==> src/rtl/ikaopll_pg_tdm.sv <==
// Time-division-multiplexed phase generator: 2*NUM_CH operator slots, two-stage
// delta/accumulate pipeline with internal vibrato counter and slot-tagged output.
module ikaopll_pg_tdm #(
  parameter int unsigned NUM_CH       = 9,
  parameter int unsigned FNUM_W       = 9,
  parameter int unsigned PHASE_W      = 19,
  parameter int unsigned OUT_W        = 10,
  parameter int unsigned VIB_DIV_LOG2 = 10,
  localparam int unsigned SLOT_W      = $clog2(2 * NUM_CH)
) (
  input  logic              i_EMUCLK,
  input  logic              i_MRST,
  input  logic              i_phi1_PCEN_n,
  input  logic [FNUM_W-1:0] i_FNUM,
  input  logic [2:0]        i_BLOCK,
  input  logic [3:0]        i_MUL,
  input  logic              i_PM_EN,
  input  logic              i_PG_PHASE_RST,
  output logic [SLOT_W-1:0] o_SLOT,
  output logic              o_FRAME_START,
  output logic [4:0]        o_EG_PDELTA_SHIFT_AMOUNT,
  output logic [OUT_W-1:0]  o_OP_PHASEDATA,
  output logic [SLOT_W-1:0] o_OUT_SLOT,
  output logic              o_PHASE_VALID
);

  localparam int unsigned NUM_SLOT = 2 * NUM_CH;
  localparam int unsigned F_W      = FNUM_W + 2;
  localparam int unsigned D_W      = F_W + 6;
  localparam int unsigned P_W      = D_W + 5;

  logic [VIB_DIV_LOG2-1:0] frame_cnt;
  logic [2:0]              vib_cnt;
  logic [PHASE_W-1:0]      phase [NUM_SLOT];

  logic                    s1_valid;
  logic [SLOT_W-1:0]       s1_slot;
  logic                    s1_rst;
  logic [3:0]              s1_mul;
  logic [D_W-1:0]          s1_dblk;

  logic                    last_slot;
  logic [1:0]              vib_mag;
  logic [F_W-1:0]          pm_mag;
  logic [F_W-1:0]          f_adj;
  logic [D_W:0]            d_shl;
  logic [D_W-1:0]          d_blk;
  logic [4:0]              m2;
  logic [P_W-1:0]          prod;
  logic [PHASE_W-1:0]      new_phase;

  // Stage 1: vibrato offset (table 0,1,2,1,0,-1,-2,-1 as magnitude + sign) and octave shift
  always_comb begin
    last_slot = (o_SLOT == SLOT_W'(NUM_SLOT - 1));
    vib_mag   = vib_cnt[0] ? 2'd1 : (vib_cnt[1] ? 2'd2 : 2'd0);
    pm_mag    = i_PM_EN ? F_W'(i_FNUM[FNUM_W-1 -: 3]) * F_W'(vib_mag) : '0;
    f_adj     = vib_cnt[2] ? F_W'(i_FNUM) - pm_mag : F_W'(i_FNUM) + pm_mag;
    d_shl     = (D_W + 1)'(f_adj) << i_BLOCK;
    d_blk     = D_W'(d_shl >> 1);
  end

  // Stage 2: multiplier table (2x the nominal MUL ratio) and accumulate
  always_comb begin
    m2 = 5'd0;
    case (s1_mul)
      4'd0:          m2 = 5'd1;
      4'd11:         m2 = 5'd20;
      4'd13:         m2 = 5'd24;
      4'd14, 4'd15:  m2 = 5'd30;
      default:       m2 = {s1_mul, 1'b0};
    endcase
    prod      = P_W'(s1_dblk) * P_W'(m2);
    new_phase = s1_rst ? '0 : phase[s1_slot] + PHASE_W'(prod >> 1);
  end

  always_ff @(posedge i_EMUCLK) begin
    if (i_MRST) begin
      o_SLOT                   <= '0;
      o_FRAME_START            <= 1'b1;
      o_EG_PDELTA_SHIFT_AMOUNT <= '0;
      o_OP_PHASEDATA           <= '0;
      o_OUT_SLOT               <= '0;
      o_PHASE_VALID            <= 1'b0;
      frame_cnt                <= '0;
      vib_cnt                  <= '0;
      s1_valid                 <= 1'b0;
      s1_slot                  <= '0;
      s1_rst                   <= 1'b0;
      s1_mul                   <= '0;
      s1_dblk                  <= '0;
      for (int i = 0; i < int'(NUM_SLOT); i++) phase[i] <= '0;
    end else if (!i_phi1_PCEN_n) begin
      o_SLOT        <= last_slot ? '0 : o_SLOT + SLOT_W'(1);
      o_FRAME_START <= last_slot;
      if (last_slot) begin
        frame_cnt <= frame_cnt + VIB_DIV_LOG2'(1);
        if (&frame_cnt) vib_cnt <= vib_cnt + 3'd1;
      end

      o_EG_PDELTA_SHIFT_AMOUNT <= {i_BLOCK, i_FNUM[FNUM_W-1 -: 2]};
      s1_valid <= 1'b1;
      s1_slot  <= o_SLOT;
      s1_rst   <= i_PG_PHASE_RST;
      s1_mul   <= i_MUL;
      s1_dblk  <= d_blk;

      if (s1_valid) begin
        phase[s1_slot] <= new_phase;
        o_OP_PHASEDATA <= new_phase[PHASE_W-1 -: OUT_W];
        o_OUT_SLOT     <= s1_slot;
        o_PHASE_VALID  <= 1'b1;
      end
    end
  end

endmodule

==> config.mk <==
export PLATFORM = sky130hd
export DESIGN_NAME = ikaopll_pg_tdm
export DESIGN_NICKNAME = d
export VERILOG_FILES = /design/src/rtl/ikaopll_pg_tdm.sv
export SDC_FILE = /design/constraint.sdc
export NUM_CORES = 1
export LEC_CHECK = 0
export CORE_MARGIN = 5
export CORE_UTILIZATION = 42
export CTS_BUF_LIST = sky130_fd_sc_hd__clkbuf_2 sky130_fd_sc_hd__clkbuf_4 sky130_fd_sc_hd__clkbuf_8
export CTS_CLUSTER_DIAMETER = 120
export CTS_CLUSTER_SIZE = 24
export DETAILED_ROUTE_END_ITERATION = 7
export SKIP_CTS_REPAIR_TIMING = 1
export SYNTH_ARGS = -nofsm -noshare
export SYNTH_HDL_FRONTEND = slang
export SYNTH_SLANG_ARGS = --single-unit
export TNS_END_PERCENT = 100
==> constraint.sdc <==
create_clock -name i_EMUCLK -period 19.6 [get_ports i_EMUCLK]
set_clock_uncertainty 0.05 [all_clocks]
set_input_delay 2.94 -clock i_EMUCLK [delete_from_list [all_inputs] [get_ports i_EMUCLK]]
set_output_delay 2.94 -clock i_EMUCLK [all_outputs]
set_load 0.03 [all_outputs]
==> qor.csv, run 1 <==
stage;metric;value;unit
timing;fmax;0.137;GHz
synthesis;syn_area;0.0319;sq mm
worst_setup_path;reg2reg_depth;23;
synthesis;synth-seq-cells;681;
global_routing;track_usage;19.8;%
floorplanning;core_area;0.0756;sq mm
outcome;status;completed;
clocking;clk_pin_slew;0.16;ns
floorplanning;rows;101;
worst_setup_path;cpMaxStageDelayCell;mux2i_2;
power;p_int;1.88;mW
layout;syn_to_final_growth;7.05;%
detailed_routing;wl_per_cell;25.6;um
detailed_routing;via_per_inst;5.79;
clocking;cts_tree;built;
job;max_cap_viol_count;0;
worst_setup_path;worstSetupPathType;flop to flop;
worst_setup_path;cp_top_family;compound AO/OA/AOI/OAI gates;
synthesis;syn_inst;2193;
synthesis;synth_edf_count;608;
detailed_routing;drc;0;
synthesis;netlist_top_cells_area;edfxtp_1 57%, mux4_2 14%, nor2_1 4.7%;
worst_setup_path;cpPeakStageDelay;0.90;ns
hold_path;holdPathStages;2;
power;peakVddDrop;0.0000648;V
power;leakage;11.3;nW
clocking;cts_made_buffers;34;
layout;final_net_count;2314;
worst_setup_path;cp.arrival;7.57;ns
worst_setup_path;path_buf_inv;3;
synthesis;yosysTopAreaCell;edfxtp_1;
worst_setup_path;rrSetupSlack;12.27;ns
global_routing;grt_pass1_vias;18501;
global_routing;grt_pass1_wl;121000;um
detailed_routing;first_iter_violations;1860;
synthesis;async_flop_share;0;%
clocking;clock_path_buffers;3;
placed_design;io_buffers;47;
power;switchingPower;0.576;mW
synthesis;yosysMostFrequentCell;edfxtp_1;
timing;period_minus_slack;7.33;ns
synthesis;yosysTopAreaCellShare;57.3;%
detailed_routing;vias;18400;
worst_setup_path;start_kind;flop;
hold_path;holdPathEnd;o_OP_PHASEDATA[0]$_SDFFE_PP0P_;
worst_setup_path;cp_common_cell;o21ai_0;
detailed_routing;postRouteAntennaNets;0;
clocking;htree_levels;2;
synthesis;synth_cell_types;65;
worst_setup_path;worstPathCellList;and3_1, a21oi_1, buf_4, nand2b_1, fa_1, fa_1, inv_1, ha_1, nor2b_1, o21a_1, o21ai_0, a211oi_1, o21ai_0, nand2b_1, xor2_1, ha_1, a21oi_1, o21ai_0, a211oi_1, o21ai_1, a41oi_1, mux2i_2, inv_1;
placed_design;gp_congestion;0.855;
synthesis;synth_area_per_cell;14.5;sq um
worst_setup_path;r2r_start;s1_mul[1]$_SDFFE_PP0N_;
hold_path;hold_path.startpoint;o_OP_PHASEDATA[0]$_SDFFE_PP0P_;
power;power_frac_comb;8.6;%
worst_setup_path;path_max_fanout;21;
floorplanning;start_util;42.2;%
clocking;clock_sinks;681;
timing;maxSlewHeadroom;27.6;%
timing;slew_viol_final;0;
worst_setup_path;end_kind;flop;
detailed_routing;routed_wl;81500;um
timing;rsz0062_at_grt;no;
synthesis;ys_seq_area_share;61.9;%
timing;tightestPinTransition;1.09;ns
timing;setup_violations;0;
timing;period_share;37.4;%
hold_path;worstHoldPathType;flop to flop;
global_routing;grt-ovfl-total;0;
global_routing;grt_max_degree;70;
timing;whs;0.406;ns
power;swShare;23.5;%
timing;tns;0;ns
synthesis;synth_warnings;0;
timing;finalHoldViolCount;0;
synthesis;synth_common_cells;608 x edfxtp_1, 400 x nor2_1, 193 x mux4_2;
clocking;clkLatencyLatePin;0.66;ns
floorplanning;die_height;285;um
detailed_routing;dr.pass1.iters;5;
global_routing;antenna_found_initial;3;
power;seqPwrFrac;66.0;%
clocking;root_buffer;clkbuf_8;
power;power_frac_clock;25.4;%
synthesis;syn_nets;2322;
worst_setup_path;worstReg2RegEnd;phase[19][17]$_DFFE_PP_;
floorplanning;boundaryPins;48;
layout;drive_gt1_share;16.6;%
floorplanning;die_x;285;um
floorplanning;dieArea;0.0815;sq mm
power;p_per_area;71.9;mW/mm^2
worst_setup_path;worstPathRequired;19.84;ns
placed_design;dp_hpwl;48800;um
synthesis;ys.flop_type;edfxtp_1;
power by group through the flow:
stage          registers (mW)  logic, mW  clock network [mW]
4_1_cts                  1.62      0.212               0.640
3_5_place_dp             1.65      0.212                   0
5_1_grt                  1.62      0.227               0.691
2_1_floorplan            1.65      0.143                   0
3_3_place_gp             1.65      0.208                   0
6_report                 1.62      0.211               0.623
worst reg2reg max path, cell delays in order (launching register included):
cell      delay (ns)
dfxtp_1         0.76
and3_1          0.26
a21oi_1         0.04
buf_4           0.20
nand2b_1        0.18
fa_1            0.50
fa_1            0.49
inv_1           0.04
ha_1            0.30
nor2b_1         0.14
o21a_1          0.18
o21ai_0         0.37
a211oi_1        0.19
o21ai_0         0.19
nand2b_1        0.09
xor2_1          0.24
ha_1            0.32
a21oi_1         0.16
o21ai_0         0.18
a211oi_1        0.28
o21ai_1         0.16
a41oi_1         0.31
mux2i_2         0.90
inv_1           0.43
how the worst max path moves through the flow:
stage | cells after the start | slack, ns | to | from
after floorplan | 25 | 13.30 | phase[17][17]$_DFFE_PP_ | s1_mul[3]$_SDFFE_PP0N_
after global placement | 23 | 12.54 | phase[28][17]$_DFFE_PP_ | s1_mul[3]$_SDFFE_PP0N_
after detailed placement | 23 | 12.34 | phase[28][17]$_DFFE_PP_ | s1_mul[2]$_SDFFE_PP0N_
after CTS | 21 | 12.30 | phase[23][17]$_DFFE_PP_ | s1_mul[1]$_SDFFE_PP0N_
after global routing | 23 | 11.63 | phase[19][17]$_DFFE_PP_ | s1_mul[2]$_SDFFE_PP0N_
final | 23 | 12.27 | phase[19][17]$_DFFE_PP_ | s1_mul[1]$_SDFFE_PP0N_
stage by stage:
| step | power [mW] | setup WS, ns | util (%) | area (sq um) | std cells |
|---|---|---|---|---|---|
| final | 2.45 | 12.27 | 45.2 | 34100 | 3180 |
| after global routing | 2.54 | 11.63 | 45.2 | 34100 | 3179 |
| after CTS | 2.47 | 12.30 | 45.2 | 34100 | 3178 |
| after detailed placement | 1.86 | 12.34 | 44.4 | 33500 | 3127 |
| after global placement | 1.86 | 12.54 | 44.4 | 33500 | 3127 |
| after floorplan | 1.79 | 13.30 | - | 31900 | 2193 |
kinds of logic after synthesis:
group,count (synthesis),synth area share (%)
AOI/OAI and AO/OA,145,3.03
DFF,681,61.9
adders and majority gates,108,5.37
muxes,233,15.0
and+or+nand+nor,723,10.2
xor gates and xnor gates,53,1.56
buffers and inverters,250,3.04
layout make-up:
| type | count | area, sq um |
|---|---|---|
| repair buffers | 93 | 806 |
| flip-flops and latches | 681 | 19700 |
| clock inverters | 5 | 37.5 |
| multi-input cells | 1262 | 11300 |
| inverters | 113 | 424 |
| well taps | 978 | 1220 |
| clock buffers | 46 | 564 |
| fillers | 6600 | 41400 |
| diodes | 2 | 5.00 |
sequential cells by signal (all words and copies together) (netlist names), named ones only:
signal                    flops
o_EG_PDELTA_SHIFT_AMOUNT      5
s1_dblk                      17
frame_cnt                    10
s1_valid                      1
o_OP_PHASEDATA               10
o_FRAME_START                 1
o_OUT_SLOT                    5
o_PHASE_VALID                 1
vib_cnt                       3
s1_slot                       5
phase                       608
s1_mul                        4
s1_rst                        1
o_SLOT                        5
cells in the final DEF, fill, tap and decap left out, types with 22 or more instances in the layout:
cell type        Yosys  layout
nor3_1              26      26
nor2_1             400     385
buf_4                1      46
clkdlybuf4s50_1      0      45
o21ai_0             26      25
a21oi_1             40      40
nand2_1            117     117
nand2b_1            32      24
edfxtp_1           608     608
fa_1                48      48
clkbuf_8             0      35
inv_1              113     113
dfxtp_1             73      69
xnor2_1             30      30
and2_1              53      53
mux4_2             193     193
ha_1                60      60
nor2b_1             22      22
metal layers:
metal,global-route usage (%),share of wire (%),up-vias
met5,0,0.017,-
met2,33.6,50,623
met4,3.96,1.9,2
met1,27.5,41,9687
li1,-,-,7999
met3,3.01,6.9,89
No activity file was read; power rests on OpenSTA's default activity.
==> run 2, diff against run 1 <==
==> constraint.sdc (replaced) <==
create_clock -name i_EMUCLK -period 6.3 [get_ports i_EMUCLK]
set_clock_uncertainty 0.05 [all_clocks]
set_input_delay 0.945 -clock i_EMUCLK [delete_from_list [all_inputs] [get_ports i_EMUCLK]]
set_output_delay 0.945 -clock i_EMUCLK [all_outputs]
set_load 0.03 [all_outputs]
==> run 2 against run 1 <==
Against the previous run:
- register-to-register slack got worse by 12 ns
- critical path depth fell by 1
- via count fell by 0.31%
- fmax rose by 24%
- global-route usage fell by 0.32 points
- core utilization rose by 0.70 points
- non-clock buffer count rose by 56
- die area did not move
==> qor.csv, run 2 (same netlist as run 1, synthesis figures left out) <==
stage;metric;value;unit;change
worst_setup_path;worstPathRequired;6.66;ns;was 19.84 ns
layout;stdcell_count;3235;;was 3,180
timing;period_minus_slack;5.93;ns;was 7.33 ns
placed_design;placed_cells;3183;;was 3,127
worst_setup_path;r2r_start;s1_mul[1]$_SDFFE_PP0N_;;unchanged
layout;top_register;phase;;unchanged
outcome;status;completed;;unchanged
clocking;clkLatencyLatePin;0.66;ns;about the same
placed_design;io_buffers;47;;unchanged
clocking;clock_sinks;681;;unchanged
layout;syn_to_final_growth;8.71;%;was 7.05%
layout;fillCellCount;6592;;was 6,600
layout;final_common_cell;edfxtp_1;;unchanged
floorplanning;die_height;285;um;unchanged
floorplanning;die_x;285;um;unchanged
layout;drive_gt1_share;18.7;%;was 16.6%
worst_setup_path;path_max_fanout;17;;was 21
timing;whs;0.403;ns;was 0.406 ns
timing;tns;0;ns;unchanged
layout;postLayoutCoreUtil;45.9;%;was 45.2%
detailed_routing;vias;18343;;was 18,400
worst_setup_path;start_kind;flop;;unchanged
power;switchingPower;1.78;mW;was 0.576 mW
clocking;root_buffer;clkbuf_8;;unchanged
hold_path;worstHoldPathType;flop to flop;;unchanged
power;peakVddDrop;0.000238;V;was 0.0000648 V
placed_design;placed_area;0.0340;sq mm;was 0.0335 sq mm
worst_setup_path;worstSetupPathType;flop to flop;;unchanged
detailed_routing;wl_per_cell;24.7;um;was 25.6 um
timing;maxSlewHeadroom;23.2;%;was 27.6%
placed_design;pre_cts_slack;-0.0905;ns;was 12.34 ns
clocking;htree_levels;2;;unchanged
power;finalPower;7.70;mW;was 2.45 mW
worst_setup_path;reg2reg_depth;22;;was 23
layout;most-common-layout-cells;608 x edfxtp_1, 383 x nor2_1, 193 x mux4_2, 117 x nand2_1, 113 x inv_1;;was 608 x edfxtp_1, 385 x nor2_1, 193 x mux4_2, 117 x nand2_1, 113 x inv_1
hold_path;holdPathEnd;o_OP_PHASEDATA[0]$_SDFFE_PP0P_;;unchanged
detailed_routing;first_iter_violations;1695;;was 1,860
timing;fmax;0.169;GHz;was 0.137 GHz
worst_setup_path;end_kind;flop;;unchanged
global_routing;antenna_found_initial;3;;unchanged
power;power_frac_clock;25.6;%;was 25.4%
detailed_routing;postRouteAntennaNets;0;;unchanged
global_routing;grt-ovfl-total;0;;unchanged
layout;top_regs;phase x608, s1_dblk x17;;unchanged
timing;setup_violations;0;;unchanged
power;p_per_area;222;mW/mm^2;was 71.9 mW/mm^2
global_routing;grt_pass1_wl;120000;um;was 121,000 um
detailed_routing;dr.pass1.iters;5;;unchanged
power;power_frac_comb;9.1;%;was 8.6%
clocking;clk_pin_slew;0.14;ns;was 0.16 ns
worst_setup_path;cp.arrival;6.29;ns;was 7.57 ns
timing;period_share;94.1;%;was 37.4%
global_routing;grt_max_degree;75;;was 70
global_routing;track_usage;19.5;%;was 19.8%
worst_setup_path;worstReg2RegEnd;phase[14][17]$_SDFFCE_PN0P_;;was phase[19][17]$_DFFE_PP_
detailed_routing;drc;0;;unchanged
detailed_routing;routed_wl;80100;um;was 81,500 um
timing;fin_ws;0.372;ns;was 12.27 ns
timing;tightestPinTransition;1.15;ns;was 1.09 ns
clocking;cts_made_buffers;34;;unchanged
floorplanning;boundaryPins;48;;unchanged
clocking;clock_path_buffers;3;;unchanged
clocking;cts_tree;built;;unchanged
hold_path;holdPathStages;2;;unchanged
layout;finalInstanceArea;0.0347;sq mm;was 0.0341 sq mm
layout;largest_reg_flops;608;;unchanged
power;swShare;23.2;%;was 23.5%
placed_design;dp_hpwl;49900;um;was 48,800 um
floorplanning;core_area;0.0756;sq mm;unchanged
global_routing;grt_pass1_vias;18446;;was 18,501
hold_path;hold_path.startpoint;o_OP_PHASEDATA[0]$_SDFFE_PP0P_;;unchanged
floorplanning;dieArea;0.0815;sq mm;unchanged
timing;slew_viol_final;0;;unchanged
power;seqPwrFrac;65.3;%;was 66.0%
floorplanning;rows;101;;unchanged
power;leakage;11.6;nW;was 11.3 nW
timing;finalHoldViolCount;0;;unchanged
timing;rsz0062_at_grt;no;;unchanged
detailed_routing;via_per_inst;5.67;;was 5.79
floorplanning;start_util;42.2;%;unchanged
worst_setup_path;rrSetupSlack;0.37;ns;was 12.27 ns
power;p_int;5.92;mW;was 1.88 mW
layout;final_net_count;2370;;was 2,314
placed_design;gp_congestion;0.836;;was 0.855
job;max_cap_viol_count;0;;unchanged
-- run 2: final cells by class --
| cell class | instances | area (sq um) | share of cell area [%] |
|---|---|---|---|
| antenna | 1 | 2.50 | 0.00722 |
| clock buffer | 48 | 579 | 1.67 |
| clock inverter | 3 | 48.8 | 0.141 |
| inverter | 113 | 424 | 1.22 |
| multi-input combinational | 1262 | 11300 | 32.7 |
| sequential | 681 | 19700 | 57.0 |
| tap | 978 | 1220 | 3.53 |
| timing repair buffer | 149 | 1310 | 3.77 |
-- run 2: power groups by stage --
stage | logic, mW | registers, mW | clock network (mW)
final | 0.698 | 5.03 | 1.97
after global routing | 0.754 | 5.05 | 2.18
after CTS | 0.700 | 5.03 | 2.03
after detailed placement | 0.697 | 5.14 | 0
after global placement | 0.686 | 5.13 | 0
after floorplan | 0.444 | 5.12 | 0
-- run 2: worst max-delay path by stage --
stage / endpoint / cells past startpoint / from / slack (ns)
global route: phase[2][18]$_SDFFCE_PN0P_ / 21 / s1_dblk[6]$_SDFFE_PP0N_ / 0.006
floorplan: phase[17][18]$_DFFE_PP_ / 25 / s1_mul[3]$_SDFFE_PP0N_ / 0.06
detailed placement: phase[21][18]$_DFFE_PP_ / 22 / s1_mul[1]$_SDFFE_PP0N_ / -0.09
global placement: phase[26][18]$_DFFE_PP_ / 20 / s1_mul[1]$_SDFFE_PP0N_ / -0.04
finish: phase[14][17]$_SDFFCE_PN0P_ / 22 / s1_mul[1]$_SDFFE_PP0N_ / 0.37
CTS: phase[17][18]$_DFFE_PP_ / 22 / s1_mul[1]$_SDFFE_PP0N_ / -0.18
-- run 2: worst max-delay path, cell delays in order, from the launching register on --
cell and delay, ns:
dfxtp_4 0.41, and2_1 0.18, fa_1 0.50, fa_1 0.51, inv_1 0.06, fa_1 0.47
inv_1 0.04, ha_1 0.30, a21o_1 0.19, nor3_1 0.27, a211oi_2 0.16, o21ai_0 0.18
nand2b_1 0.09, xor2_1 0.21, ha_1 0.30, a21oi_1 0.14, o21ai_1 0.14, o21ai_0 0.26
o21ai_1 0.15, a41oi_1 0.31, mux2i_2 0.36, buf_4 0.30, nor2_1 0.09
-- run 2: layer usage --
| metal | GRT usage, % | share of wire [%] | wire length, um | vias up |
|---|---|---|---|---|
| li1 | - | - | - | 8085 |
| met1 | 26.6 | 41 | 32800 | 9583 |
| met2 | 32.8 | 49 | 39500 | 577 |
| met3 | 3.12 | 6.9 | 5510 | 98 |
| met4 | 5.20 | 2.7 | 2180 | 0 |
| met5 | 0 | 0 | 0 | - |
==> run 3, diff against run 2 <==
--- a/config.mk
+++ b/config.mk
@@ -5,6 +5,7 @@
 export SDC_FILE = /design/constraint.sdc
 export NUM_CORES = 1
 export LEC_CHECK = 0
+export CAP_MARGIN = 20
 export CORE_MARGIN = 5
 export CORE_UTILIZATION = 42
 export CTS_BUF_LIST = sky130_fd_sc_hd__clkbuf_2 sky130_fd_sc_hd__clkbuf_4 sky130_fd_sc_hd__clkbuf_8
==> results of run 3 <==
Same layout as run 2: the final DEF is identical, and so are final timing and power.
